<file path="src/rtl/alien_sprite_drawer.sv">
// Erases the previous alien sprite box and redraws the bitmap whenever the alien moves.
// Optional ALIEN_SPRITE_ANIM_EN adds a second pose that alternates on every move.
module alien_sprite_drawer #(
    parameter int SPR_W = 8,
    parameter int SPR_H = 8,
    parameter logic [SPR_W*SPR_H-1:0] SPRITE_BITS = 64'h3C7EDBFFFF246681,
`ifdef ALIEN_SPRITE_ANIM_EN
    parameter logic [SPR_W*SPR_H-1:0] SPRITE_BITS_B = 64'h3C7EDBFFFF5A8142,
`endif
    parameter logic [2:0] ALIEN_COLOUR = 3'b010,
    parameter logic [2:0] BG_COLOUR = 3'b000,
    parameter int SCR_W = 160,
    parameter int SCR_H = 120
) (
    input  logic       clk,
    input  logic       reset,
    input  logic [7:0] alien_x,
    input  logic [6:0] alien_y,
    output logic [7:0] plot_x,
    output logic [6:0] plot_y,
    output logic [2:0] colour,
    output logic       plot,
    output logic       busy,
    output logic       draw_done
);

    localparam int CW = (SPR_W > 1) ? $clog2(SPR_W) : 1;
    localparam int RW = (SPR_H > 1) ? $clog2(SPR_H) : 1;
    localparam int BW = (SPR_W * SPR_H > 1) ? $clog2(SPR_W * SPR_H) : 1;

    typedef enum logic [1:0] {IDLE, ERASE, DRAW, FINISH} state_t;

    state_t        state, state_n;
    logic [CW-1:0] cx, cx_n;
    logic [RW-1:0] cy, cy_n;
    logic [7:0]    last_x, last_x_n, new_x, new_x_n;
    logic [6:0]    last_y, last_y_n, new_y, new_y_n;
    logic          first, first_n;
    logic [7:0]    plot_x_n;
    logic [6:0]    plot_y_n;
    logic [2:0]    colour_n;
    logic          plot_n, busy_n, draw_done_n;

    logic [7:0]    base_x;
    logic [6:0]    base_y;
    logic [8:0]    sum_x;
    logic [7:0]    sum_y;
    logic          on_screen;
    logic [BW-1:0] bit_idx;
    logic          sprite_bit;

`ifdef ALIEN_SPRITE_ANIM_EN
    logic frame_sel, frame_sel_n;
`endif

    // Sums are one bit wider than the screen field so off-screen pixels are detected, not wrapped.
    assign base_x    = (state == ERASE) ? last_x : new_x;
    assign base_y    = (state == ERASE) ? last_y : new_y;
    assign sum_x     = {1'b0, base_x} + 9'(cx);
    assign sum_y     = {1'b0, base_y} + 8'(cy);
    assign on_screen = (sum_x < 9'(SCR_W)) && (sum_y < 8'(SCR_H));
    assign bit_idx   = BW'(cy * SPR_W + cx);

`ifdef ALIEN_SPRITE_ANIM_EN
    assign sprite_bit = frame_sel ? SPRITE_BITS_B[bit_idx] : SPRITE_BITS[bit_idx];
`else
    assign sprite_bit = SPRITE_BITS[bit_idx];
`endif

    always_comb begin
        state_n     = state;
        cx_n        = cx;
        cy_n        = cy;
        last_x_n    = last_x;
        last_y_n    = last_y;
        new_x_n     = new_x;
        new_y_n     = new_y;
        first_n     = first;
        plot_x_n    = plot_x;
        plot_y_n    = plot_y;
        colour_n    = colour;
        plot_n      = 1'b0;
        busy_n      = busy;
        draw_done_n = 1'b0;
`ifdef ALIEN_SPRITE_ANIM_EN
        frame_sel_n = frame_sel;
`endif
        case (state)
            IDLE: begin
                if (first || (alien_x != last_x) || (alien_y != last_y)) begin
                    new_x_n = alien_x;
                    new_y_n = alien_y;
                    cx_n    = '0;
                    cy_n    = '0;
                    busy_n  = 1'b1;
                    state_n = first ? DRAW : ERASE;
                end
            end
            ERASE, DRAW: begin
                plot_x_n = sum_x[7:0];
                plot_y_n = sum_y[6:0];
                colour_n = (state == ERASE) ? BG_COLOUR : ALIEN_COLOUR;
                plot_n   = on_screen && ((state == ERASE) || sprite_bit);
                if (cx == CW'(SPR_W - 1)) begin
                    cx_n = '0;
                    if (cy == RW'(SPR_H - 1)) begin
                        cy_n    = '0;
                        state_n = (state == ERASE) ? DRAW : FINISH;
                    end else begin
                        cy_n = cy + 1'b1;
                    end
                end else begin
                    cx_n = cx + 1'b1;
                end
            end
            FINISH: begin
                last_x_n    = new_x;
                last_y_n    = new_y;
                first_n     = 1'b0;
                draw_done_n = 1'b1;
                busy_n      = 1'b0;
`ifdef ALIEN_SPRITE_ANIM_EN
                frame_sel_n = ~frame_sel;
`endif
                state_n     = IDLE;
            end
            default: state_n = IDLE;
        endcase
    end

    always_ff @(posedge clk or posedge reset) begin
        if (reset) begin
            state     <= IDLE;
            cx        <= '0;
            cy        <= '0;
            last_x    <= '0;
            last_y    <= '0;
            new_x     <= '0;
            new_y     <= '0;
            first     <= 1'b1;
            plot_x    <= '0;
            plot_y    <= '0;
            colour    <= '0;
            plot      <= 1'b0;
            busy      <= 1'b0;
            draw_done <= 1'b0;
`ifdef ALIEN_SPRITE_ANIM_EN
            frame_sel <= 1'b0;
`endif
        end else begin
            state     <= state_n;
            cx        <= cx_n;
            cy        <= cy_n;
            last_x    <= last_x_n;
            last_y    <= last_y_n;
            new_x     <= new_x_n;
            new_y     <= new_y_n;
            first     <= first_n;
            plot_x    <= plot_x_n;
            plot_y    <= plot_y_n;
            colour    <= colour_n;
            plot      <= plot_n;
            busy      <= busy_n;
            draw_done <= draw_done_n;
`ifdef ALIEN_SPRITE_ANIM_EN
            frame_sel <= frame_sel_n;
`endif
        end
    end

endmodule

</file>
<file path="config.mk">
export PLATFORM = sky130hd
export DESIGN_NAME = alien_sprite_drawer
export DESIGN_NICKNAME = d
export VERILOG_FILES = /design/src/rtl/alien_sprite_drawer.sv
export SDC_FILE = /design/constraint.sdc
export NUM_CORES = 1
export LEC_CHECK = 0
export ABC_AREA = 0
export BUFFER_PORTS_ARGS = -buffer_cell sky130_fd_sc_hd__buf_2
export CELL_PAD_IN_SITES_DETAIL_PLACEMENT = 1
export CELL_PAD_IN_SITES_GLOBAL_PLACEMENT = 1
export CORE_MARGIN = 5
export CORE_UTILIZATION = 44
export CTS_BUF_LIST = sky130_fd_sc_hd__clkbuf_8
export DETAILED_ROUTE_END_ITERATION = 8
export GPL_TIMING_DRIVEN = 0
export PLACE_DENSITY = 0.75
export SETUP_SLACK_MARGIN = 0.05
export SYNTH_ARGS = -nofsm -noshare
export SYNTH_HDL_FRONTEND = slang
export SYNTH_SLANG_ARGS = --single-unit
</file>
<file path="constraint.sdc">
create_clock -name clk -period 3.6 [get_ports clk]
set_input_delay 0.54 -clock clk [delete_from_list [all_inputs] [get_ports clk]]
set_output_delay 0.54 -clock clk [all_outputs]
set_load 0.005 [all_outputs]
</file>
---- Word-level counts from Yosys, hierarchy flattened ----
Memories as Yosys holds them, arrays and structs flattened.
Index checks and enable logic that the tools add are counted.
storage, ports and cells
  ROM bits ................................ 64
  logic and storage cells ................. 67
  input port bits ......................... 17
  memories ................................ 1
  output and inout port bits .............. 21
  register bits ........................... 60
memory list
  name             depth  width  rd ports  clocked after Yosys merged registers in  wr ports  RTL line  RTL
  (no name shown)  64     1      1         0                                        0         67        assign sprite_bit = SPRITE_BITS[bit_idx];
operators by class
  reductions and logical operators ........ 14
  $lt $le $gt $ge ......................... 3
  add/subtract/negate cells ............... 5
  muxes and demuxes ....................... 20
  eq/ne operators ......................... 10
operators with widths
  operator             count
  $mux 3               4
  $pmux 3 s2           2
  $mux 2               5
  $add 8x3->9          1
  $lt 9x8->1 const B   1
  $add 7x3->8          1
  $lt 8x7->1 const B   1
  $mux 8               1
  $ne 8x8->1           1
  $lt 6x7->1 const B   1
  $mux 7               1
  $ne 7x7->1           1
  $add 3x1->3 const B  2
  $add 6x3->6          1
  $eq 3x3->1 const B   2
  $ne 2x2->1 const B   3
  $pmux 2 s3           1
  $reduce_and 2->1     3
  $reduce_and 3->1     2
  $mux 1               5
  $eq 2x2->1 const B   2
  $reduce_bool 2->1    2
  $logic_or 1x1->1     3
  $eq 2x1->1 const B   1
  other kinds (4)      5

---- Depth between registers and ports, before layout ----
Gate-level depths: netlist of the first run.
  depth after elaboration ................. 7
  gate-level depth with buffers ........... 13
  depth with buffers taken out ............ 11

---- Worst setup path before layout of the first run ----
Ideal clock, no wire load.
  path kind ............................... reg2reg
  start point ............................. reg state[1]
  end point ............................... reg plot
  setup time .............................. 0.122 ns
  arrival ................................. 3.343 ns
  data required time ...................... 3.478 ns
  stages on the path, launching flop included .. 13
  path buffers ............................ 2
  period minus slack after synthesis ...... 3.465 ns
  slack ................................... 0.135 ns
  cells stage by stage .................... dfrtp_1 inv_1 ha_1 buf_2 buf_1 mux2_2 ha_1 fa_1 a21oi_2 nor4_1 nor4_2 o311ai_1 a2111oi_1
on the way
  longest elaborated chain between the ends .. 7
  elaborated cells on any way between the ends .. 13
  classes of those cells .................. 2 x add/sub; 2 x order compare; 2 x eq/ne; 3 x mux; 4 x reduce/logical
ends and longest elaborated chain
  what                                        RTL line  RTL
  start, declared                             33        state_t state, state_n;
  start signal, assigned                      151       state <= state_n;
  $eq 2x1->1                                  --
  $mux 8 or $mux 7 (tied branches)            57, 58
  $add 8x3->9 or $add 7x3->8 (tied branches)  59, 60
  $lt 9x8->1 or $lt 8x7->1 (tied branches)    61        assign on_screen = (sum_x < 9'(SCR_W)) && (sum_y < 8'(SCR_H));
  $logic_and 1x1->1                           61
  $logic_and 1x1->1                           103       plot_n = on_screen && ((state == ERASE) || sprite_bit);
  $mux 1 *                                    88        case (state)
  via plot_n                                  42        logic plot_n, busy_n, draw_done_n;
  end signal, assigned                        162       plot <= plot_n;
  end, declared                               22        output logic plot,
The timed path passes the listed nets; every way through them passes the cells marked *.
A chain may end at the register's enable or synchronous reset.

---- Final worst setup path of the first run ----
Ends and elaborated chain as after synthesis.

==> results of run 1 <==
## cell usage in the layout (no fill, tap or decap), drive strengths merged, types with 2 or more instances in the layout
cell type / Yosys / routed
a2111oi: 2 / 2
a211o: 2 / 2
a211oi: 4 / 4
a21o: 2 / 2
a21oi: 9 / 9
a221o: 3 / 3
a32o: 2 / 2
and3: 3 / 3
buf: 8 / 49
clkbuf: 7 / 19
conb: 1 / 2
dfrtp: 57 / 57
fa: 2 / 2
ha: 21 / 21
inv: 13 / 15
mux2: 46 / 46
mux2i: 13 / 13
nand2: 13 / 13
nand3: 5 / 5
nand4: 4 / 4
nor2: 15 / 15
nor2b: 3 / 3
nor3: 2 / 2
nor4: 4 / 4
nor4b: 2 / 2
o21a: 2 / 2
o21ai: 5 / 5
o311a: 3 / 3
o311ai: 3 / 3
xnor2: 24 / 24
## what timing repair did
action | CTS | global route
setup endpoints to repair | 7 | 1
setup buffers | 2 | 3
pin swaps | 3 | 3
resized for setup | 12 | 4
## final timing paths
| path | slack, ns | depth (start not counted) | endpoint | from |
|---|---|---|---|---|
| max | 0.12 | 12 | plot$_DFF_PP0_ | state[1]$_DFFE_PP0P_ |
| min | 0.26 | 2 | plot_x[1]$_DFFE_PP0P_ | reset |
| max reg2reg | 0.12 | 12 | plot$_DFF_PP0_ | state[1]$_DFFE_PP0P_ |
| min reg2reg | 0.48 | 1 | plot_x[5]$_DFFE_PP0P_ | plot_x[5]$_DFFE_PP0P_ |
| max in group asynchronous | 2.69 | 3 | first$_DFFE_PP1P_ | reset |
| min in group clk | 0.44 | 2 | new_x[4]$_DFFE_PP0P_ | alien_x[4] |
## logic make-up after synthesis
family          synth area share (%)
flops                           42.8
fa+ha+maj                       8.92
compound gates                  9.66
mux                             19.8
xor+xnor                        6.45
other cells                    0.110
buf+inv                         3.61
simple gates                    8.70
## final cells by class
cell class              instances  area (µm²)  area share (%)
multi-input cells             209        1880            46.5
flip-flops and latches         58        1450            35.9
repair buffers                 41         233            5.75
clock buffers                  12         165            4.08
well taps                     102         128            3.16
plain buffers                  15        95.1            2.35
inverters                      13        48.8            1.21
clock inverters                 4        42.5            1.05
## sequential cells by signal, summed over array words and instances (netlist names), 2 cells and up
| signal | cells |
|---|---|
| new_y | 7 |
| last_y | 7 |
| plot_x | 8 |
| plot_y | 7 |
| new_x | 8 |
| last_x | 8 |
| cy | 3 |
| state | 2 |
| cx | 3 |
## critical path, delay by kind of cell, from the launching register on
family | cells | cell delay, ns
simple gates | 2 | 0.43
buf+inv | 3 | 0.42
fa+ha+maj | 3 | 0.82
compound gates | 3 | 0.87
flops | 1 | 0.41
mux | 1 | 0.38
## power groups by stage
stage          sequential (µW)  clock (µW)  combinational [µW]
5_1_grt                   1300         682                2500
2_1_floorplan             1200           0                1530
4_1_cts                   1260         642                2220
3_3_place_gp              1240           0                2040
6_report                  1260         631                2290
3_5_place_dp              1270           0                2100
## synthesized netlist by cell type, drive strengths merged
| cell | number |
|---|---|
| mux4 | 1 |
| nand2b | 1 |
| nor2 | 15 |
| o311a | 3 |
| clkbuf | 7 |
| nand2 | 13 |
| or2b | 1 |
| a2bb2oi | 1 |
| buf | 8 |
| o221ai | 1 |
| inv | 13 |
| a21oi | 9 |
| and3b | 1 |
| xor2 | 1 |
| dfrtp | 57 |
| ha | 21 |
| o21a | 2 |
| a31o | 1 |
| a21o | 2 |
| nand4 | 4 |
| nand3 | 5 |
| a211oi | 4 |
| o21ai | 5 |
| o22ai | 1 |
| dfstp | 1 |
| mux2 | 46 |
| and2 | 1 |
| nor2b | 3 |
| conb | 1 |
| fa | 2 |
| a22oi | 1 |
| nor3 | 2 |
| and3 | 3 |
| or3 | 1 |
| nor4 | 4 |
| a221o | 3 |
| xnor2 | 24 |
| nor4b | 2 |
| o311ai | 3 |
| o32ai | 1 |
| mux2i | 13 |
| a32o | 2 |
| a211o | 2 |
| a2111oi | 2 |
## through the flow
stage          power, µW  setup TNS, ns  cells  hold WS [ns]
3_3_place_gp        3280          -1.52    432         0.455
4_1_cts             4110              0    451         0.271
3_5_place_dp        3360          -1.74    433         0.467
5_1_grt             4480              0    454         0.307
6_report            4170              0    454         0.258
2_1_floorplan       2730              0    295         0.465
## per-layer routing
layer | global-route usage (%) | wire (µm)
met1 | 24.4 | 3740
met2 | 30.9 | 4180
met3 | 3.64 | 315
met4 | 4.47 | 81
met5 | 0 | 0
==> run_results.csv, run 1 <==
group,metric,value,unit
power,p_int,2480,µW
yosys,netlist_instances,294,
final_layout,area_growth_syn_to_layout,19.1,%
worst_setup_path,crit_chain,"inv_2 -> ha_4 -> buf_8 -> buf_8 -> mux2_2 -> ha_1 -> fa_2 -> a21oi_4 -> nor4_1 -> nor4_4 -> o311ai_2 -> a2111oi_2",
global_routing,antenna_found_initial,0,
clock_network,insertion_delay,0.34,ns
global_routing,grtUsageTotal,18.4,%
final_layout,fin_area,4040,µm²
sta,min_period_over_period,96.7,%
worst_setup_path,crit_slowest_cell,"a2111oi_2",
floorplan,core,7610,µm²
yosys,ys_warn_count,0,
yosys,avgSynthCellArea,11.5,µm²
worst_hold_path,hold_path_class,"in2async",
final_layout,diodes,0,
global_routing,grt_pass1_wl,14000,µm
detailed_routing,postRouteAntennaNets,0,
worst_setup_path,critPathArrivalTime,3.68,ns
floorplan,num_rows,32,
placement,place_worst_setup_slack,-0.849,ns
floorplan,fp.dieW,97.8,µm
global_routing,grt_pass1_vias,2638,
clock_network,clk_path_buf_depth,2,
clock_network,clk_pin_slew,0.07,ns
floorplan,initial_utilization,44.6,%
placement,dpl.hpwl,6150,µm
power,p_seq_share,30.1,%
power,p_comb_share,54.8,%
worst_setup_path,worstSetupStartpointType,"flip-flop",
detailed_routing,num_vias,2410,
global_routing,grt_overflow,0,
yosys,synth_top_area_cell,"dfrtp_1",
placement,gp_congestion,0.837,
clock_network,ctsRootBufferMaster,"clkbuf_8",
sta,worstMarginPinSlew,0.619,ns
sta,setup_violations,0,
sta,final-hold-violation-count,0,
yosys,synth_area_leaders,"dfrtp_1 (42%), mux2_2 (10%), ha_1 (7.7%)",
final_layout,n_fill_cell,835,
sta,relSlewSlack,58.7,%
detailed_routing,wl_per_cell,18.3,µm
worst_setup_path,end_kind,"flip-flop",
placement,place_area,3720,µm²
run,cap_violations,0,
sta,rsz0062_at_grt,"false",
detailed_routing,routed_wirelength,8310,µm
clock_network,cts_sinks,58,
sta,fin_ws,0.119,ns
placement,io_buffers,35,
floorplan,io_pins,38,
power,pwr-share-clk,15.1,%
clock_network,h-tree-depth,3,
yosys,ys_seq_elements,58,
outcome,status,"finished, final reports clean",
power,ir_worst_vdd,0.000431,V
power,power_density,1030,nW/µm²
floorplan,dieArea,9570,µm²
yosys,synth_top_area_share,42.0,%
clock_network,hold_buffers,0,
worst_setup_path,crit_fanout,10,
worst_setup_path,crit_top_cell,"buf_8",
yosys,ys_seq_area_share,42.8,%
sta,slew_violations,0,
final_layout,num-nets-final,387,
clock_network,cts_buffers,9,
final_layout,drive_gt1_share,31.0,%
power,p_leak,0.00176,µW
detailed_routing,drt-pass1-iter-count,4,
detailed_routing,avgViaCountPerCell,5.31,
sta,fin_skew,0.00559,ns
power,p_sw_share,40.5,%
yosys,netlist_area,3390,µm²
sta,final.min_clock_period,3.48,ns
yosys,ys_types,56,
detailed_routing,drt-initial-drc-count,107,
clock_network,cts_tree,"built",
worst_setup_path,cp.required,3.80,ns
sta,clock.fmax,287,MHz
power,p_switching,1690,µW
worst_setup_path,critical_path.max_stage_delay,0.49,ns
final_layout,post-route-util,53.2,%
global_routing,grt_max_degree,35,
detailed_routing,drc,0,
floorplan,die_h,97.8,µm
worst_setup_path,path_class,"reg2reg",
Note: power is estimated with default switching activity, not from simulation.
==> run 2: changes to the inputs <==
--- a/config.mk
+++ b/config.mk
@@ -10,11 +10,11 @@
 export CELL_PAD_IN_SITES_DETAIL_PLACEMENT = 1
 export CELL_PAD_IN_SITES_GLOBAL_PLACEMENT = 1
 export CORE_MARGIN = 5
-export CORE_UTILIZATION = 44
+export CORE_UTILIZATION = 52
 export CTS_BUF_LIST = sky130_fd_sc_hd__clkbuf_8
 export DETAILED_ROUTE_END_ITERATION = 8
 export GPL_TIMING_DRIVEN = 0
-export PLACE_DENSITY = 0.75
+export PLACE_DENSITY = 0.94
 export SETUP_SLACK_MARGIN = 0.05
 export SYNTH_ARGS = -nofsm -noshare
 export SYNTH_HDL_FRONTEND = slang
==> constraint.sdc (replaced) <==
create_clock -name clk -period 4.4 [get_ports clk]
set_input_delay 0.66 -clock clk [delete_from_list [all_inputs] [get_ports clk]]
set_output_delay 0.66 -clock clk [all_outputs]
set_load 0.005 [all_outputs]
==> run_results.csv, run 2 (synthesis gave the netlist of run 1 again) <==
group,metric,value,unit
detailed_routing,drt-pass1-iter-count,4,
sta,fin_ws,0.162,ns
floorplan,core,6350,µm²
final_layout,seq_area,1450,µm²
worst_hold_path,hold_path_class,"in2async",
final_layout,reg_top3,"last_x: 8 flops, new_x: 8 flops, plot_x: 8 flops",
sta,clock.fmax,236,MHz
power,p_seq_share,31.9,%
detailed_routing,postRouteAntennaNets,0,
power,p_leak,0.00171,µW
detailed_routing,avgViaCountPerCell,5.99,
power,p_int,1850,µW
worst_setup_path,crit_slowest_cell,"a2111oi_1",
clock_network,post_cts_buffers,0,
detailed_routing,wl_per_cell,20.9,µm
run,cap_violations,0,
worst_setup_path,cp.required,4.57,ns
global_routing,grtUsageTotal,23.0,%
power,p_comb_share,55.0,%
detailed_routing,num_vias,2539,
power,p_sw_share,42.9,%
floorplan,fp.dieW,90.8,µm
clock_network,clk_path_buf_depth,2,
detailed_routing,routed_wirelength,8880,µm
clock_network,insertion_delay,0.34,ns
floorplan,die_h,90.8,µm
placement,place_area,3690,µm²
power,ir_worst_vdd,0.000445,V
clock_network,h-tree-depth,3,
final_layout,n_fill_cell,694,
final_layout,num-nets-final,382,
worst_setup_path,crit_chain,"inv_1 -> ha_2 -> buf_2 -> buf_2 -> mux2_2 -> ha_1 -> fa_1 -> a21oi_2 -> nor4_1 -> nor4_2 -> o311ai_1 -> a2111oi_1",
clock_network,clk_pin_slew,0.07,ns
worst_setup_path,crit_top_cell,"buf_2",
global_routing,antenna_found_initial,0,
sta,final.min_clock_period,4.24,ns
worst_setup_path,critPathArrivalTime,4.41,ns
final_layout,fin_area,3860,µm²
placement,dpl.hpwl,6520,µm
worst_setup_path,ff2ff_setup_slack,0.16,ns
clock_network,cts_buffers,9,
worst_setup_path,critical_path.max_stage_delay,0.59,ns
sta,whs,0.373,ns
detailed_routing,drc,0,
clock_network,cts_tree,"built",
global_routing,grt_max_degree,34,
sta,relSlewSlack,55.6,%
placement,gp_congestion,0.921,
sta,fin_skew,0.0102,ns
sta,min_period_over_period,96.3,%
sta,rsz0062_at_grt,"false",
final_layout,multi_input_area,1830,µm²
worst_setup_path,path_class,"reg2reg",
global_routing,grt_overflow,0,
final_layout,layout_commonest_cell,"dfrtp_1",
power,p_switching,1390,µW
floorplan,io_pins,38,
power,finalPower,3240,µW
floorplan,dieArea,8240,µm²
final_layout,drive_gt1_share,28.5,%
clock_network,ctsRootBufferMaster,"clkbuf_8",
global_routing,grt_pass1_vias,2809,
outcome,status,"finished, final reports clean",
worst_setup_path,end_kind,"flip-flop",
final_layout,fin_cells,424,
floorplan,num_rows,29,
placement,io_buffers,35,
power,power_density,838,nW/µm²
final_layout,diodes,0,
global_routing,grt_pass1_wl,14900,µm
sta,slew_violations,0,
sta,setup_violations,0,
sta,worstMarginPinSlew,0.666,ns
sta,final-hold-violation-count,0,
final_layout,area_growth_syn_to_layout,13.7,%
worst_setup_path,crit_fanout,10,
power,pwr-share-clk,13.1,%
placement,place_inst,408,
placement,place_worst_setup_slack,-0.0371,ns
detailed_routing,drt-initial-drc-count,139,
final_layout,final_cell_mix,"dfrtp_1 (57), buf_2 (38), mux2_2 (31), xnor2_1 (24), ha_1 (20)",
worst_setup_path,worstSetupStartpointType,"flip-flop",
clock_network,cts_sinks,58,
floorplan,initial_utilization,53.5,%
## run 2: changes by cell type in the layout (fill, tap and decap cells not counted), sizes merged
| cell | change |
|---|---|
| bufinv | -1 |
| buf | -5 |
| clkbuf | -2 |
| clkinv | +3 |
## run 2: power groups by stage
stage | registers [µW] | clock network (µW) | logic (µW)
4_1_cts | 1030 | 430 | 1780
6_report | 1030 | 423 | 1780
5_1_grt | 1070 | 464 | 1930
3_3_place_gp | 1010 | 0 | 1640
2_1_floorplan | 982 | 0 | 1250
3_5_place_dp | 1030 | 0 | 1750
## run 2: final cells by class
class                   instances  share of cell area, %
inverters                      13                   1.26
flip-flops and latches         58                   37.6
clock buffers                  10                   3.57
well taps                      77                   2.50
plain buffers                  15                   1.95
repair buffers                 36                   5.06
multi-input cells             209                   47.3
clock inverters                 6                  0.713
## run 2: worst max-delay path, delay by kind of cell (launching register included)
family / cells / cell delay, ns
AOI/OAI and AO/OA: 3 / 1.09
adders and majority gates: 3 / 0.94
buffers and inverters: 3 / 0.77
and+or+nand+nor: 2 / 0.46
DFF: 1 / 0.41
muxes: 1 / 0.41
## run 2: metal layers
layer  vias to the layer above  routed length, µm  track usage [%]
li1                       1161                  -                -
met5                         -                  0                0
met1                      1283               3670             29.2
met4                         0                289             10.9
met2                        70               4540             36.9
met3                        25                377             5.25
## run 2: path summary, 6_finish.rpt
check | startpoint | end | depth (start not counted)
setup reg to reg | state[1]$_DFFE_PP0P_ | plot$_DFF_PP0_ | 12
max in group asynchronous | reset | last_y[0]$_DFFE_PP0P_ | 3
setup / recovery | state[1]$_DFFE_PP0P_ | plot$_DFF_PP0_ | 12
hold / removal | reset | draw_done$_DFF_PP0_ | 2
min in group clk | plot_y[1]$_DFFE_PP0P_ | plot_y[1]$_DFFE_PP0P_ | 2
hold reg to reg | plot_y[1]$_DFFE_PP0P_ | plot_y[1]$_DFFE_PP0P_ | 2
## run 2: timing repair
action / 4_1_cts / 5_1_grt
hold buffers: 0 / 0
gates cloned: 0 / 0
hold endpoints to repair: 0 / 0
endpoints found under the setup margin: 1 / 1
gates resized for setup: 1 / 1
## run 2: metrics by stage
stage               TNS (ns)  util, %
floorplan                  0        -
global placement           0     57.8
detailed placement   -0.0371     58.1
CTS                        0     60.7
global route               0     60.8
finish                     0     60.8
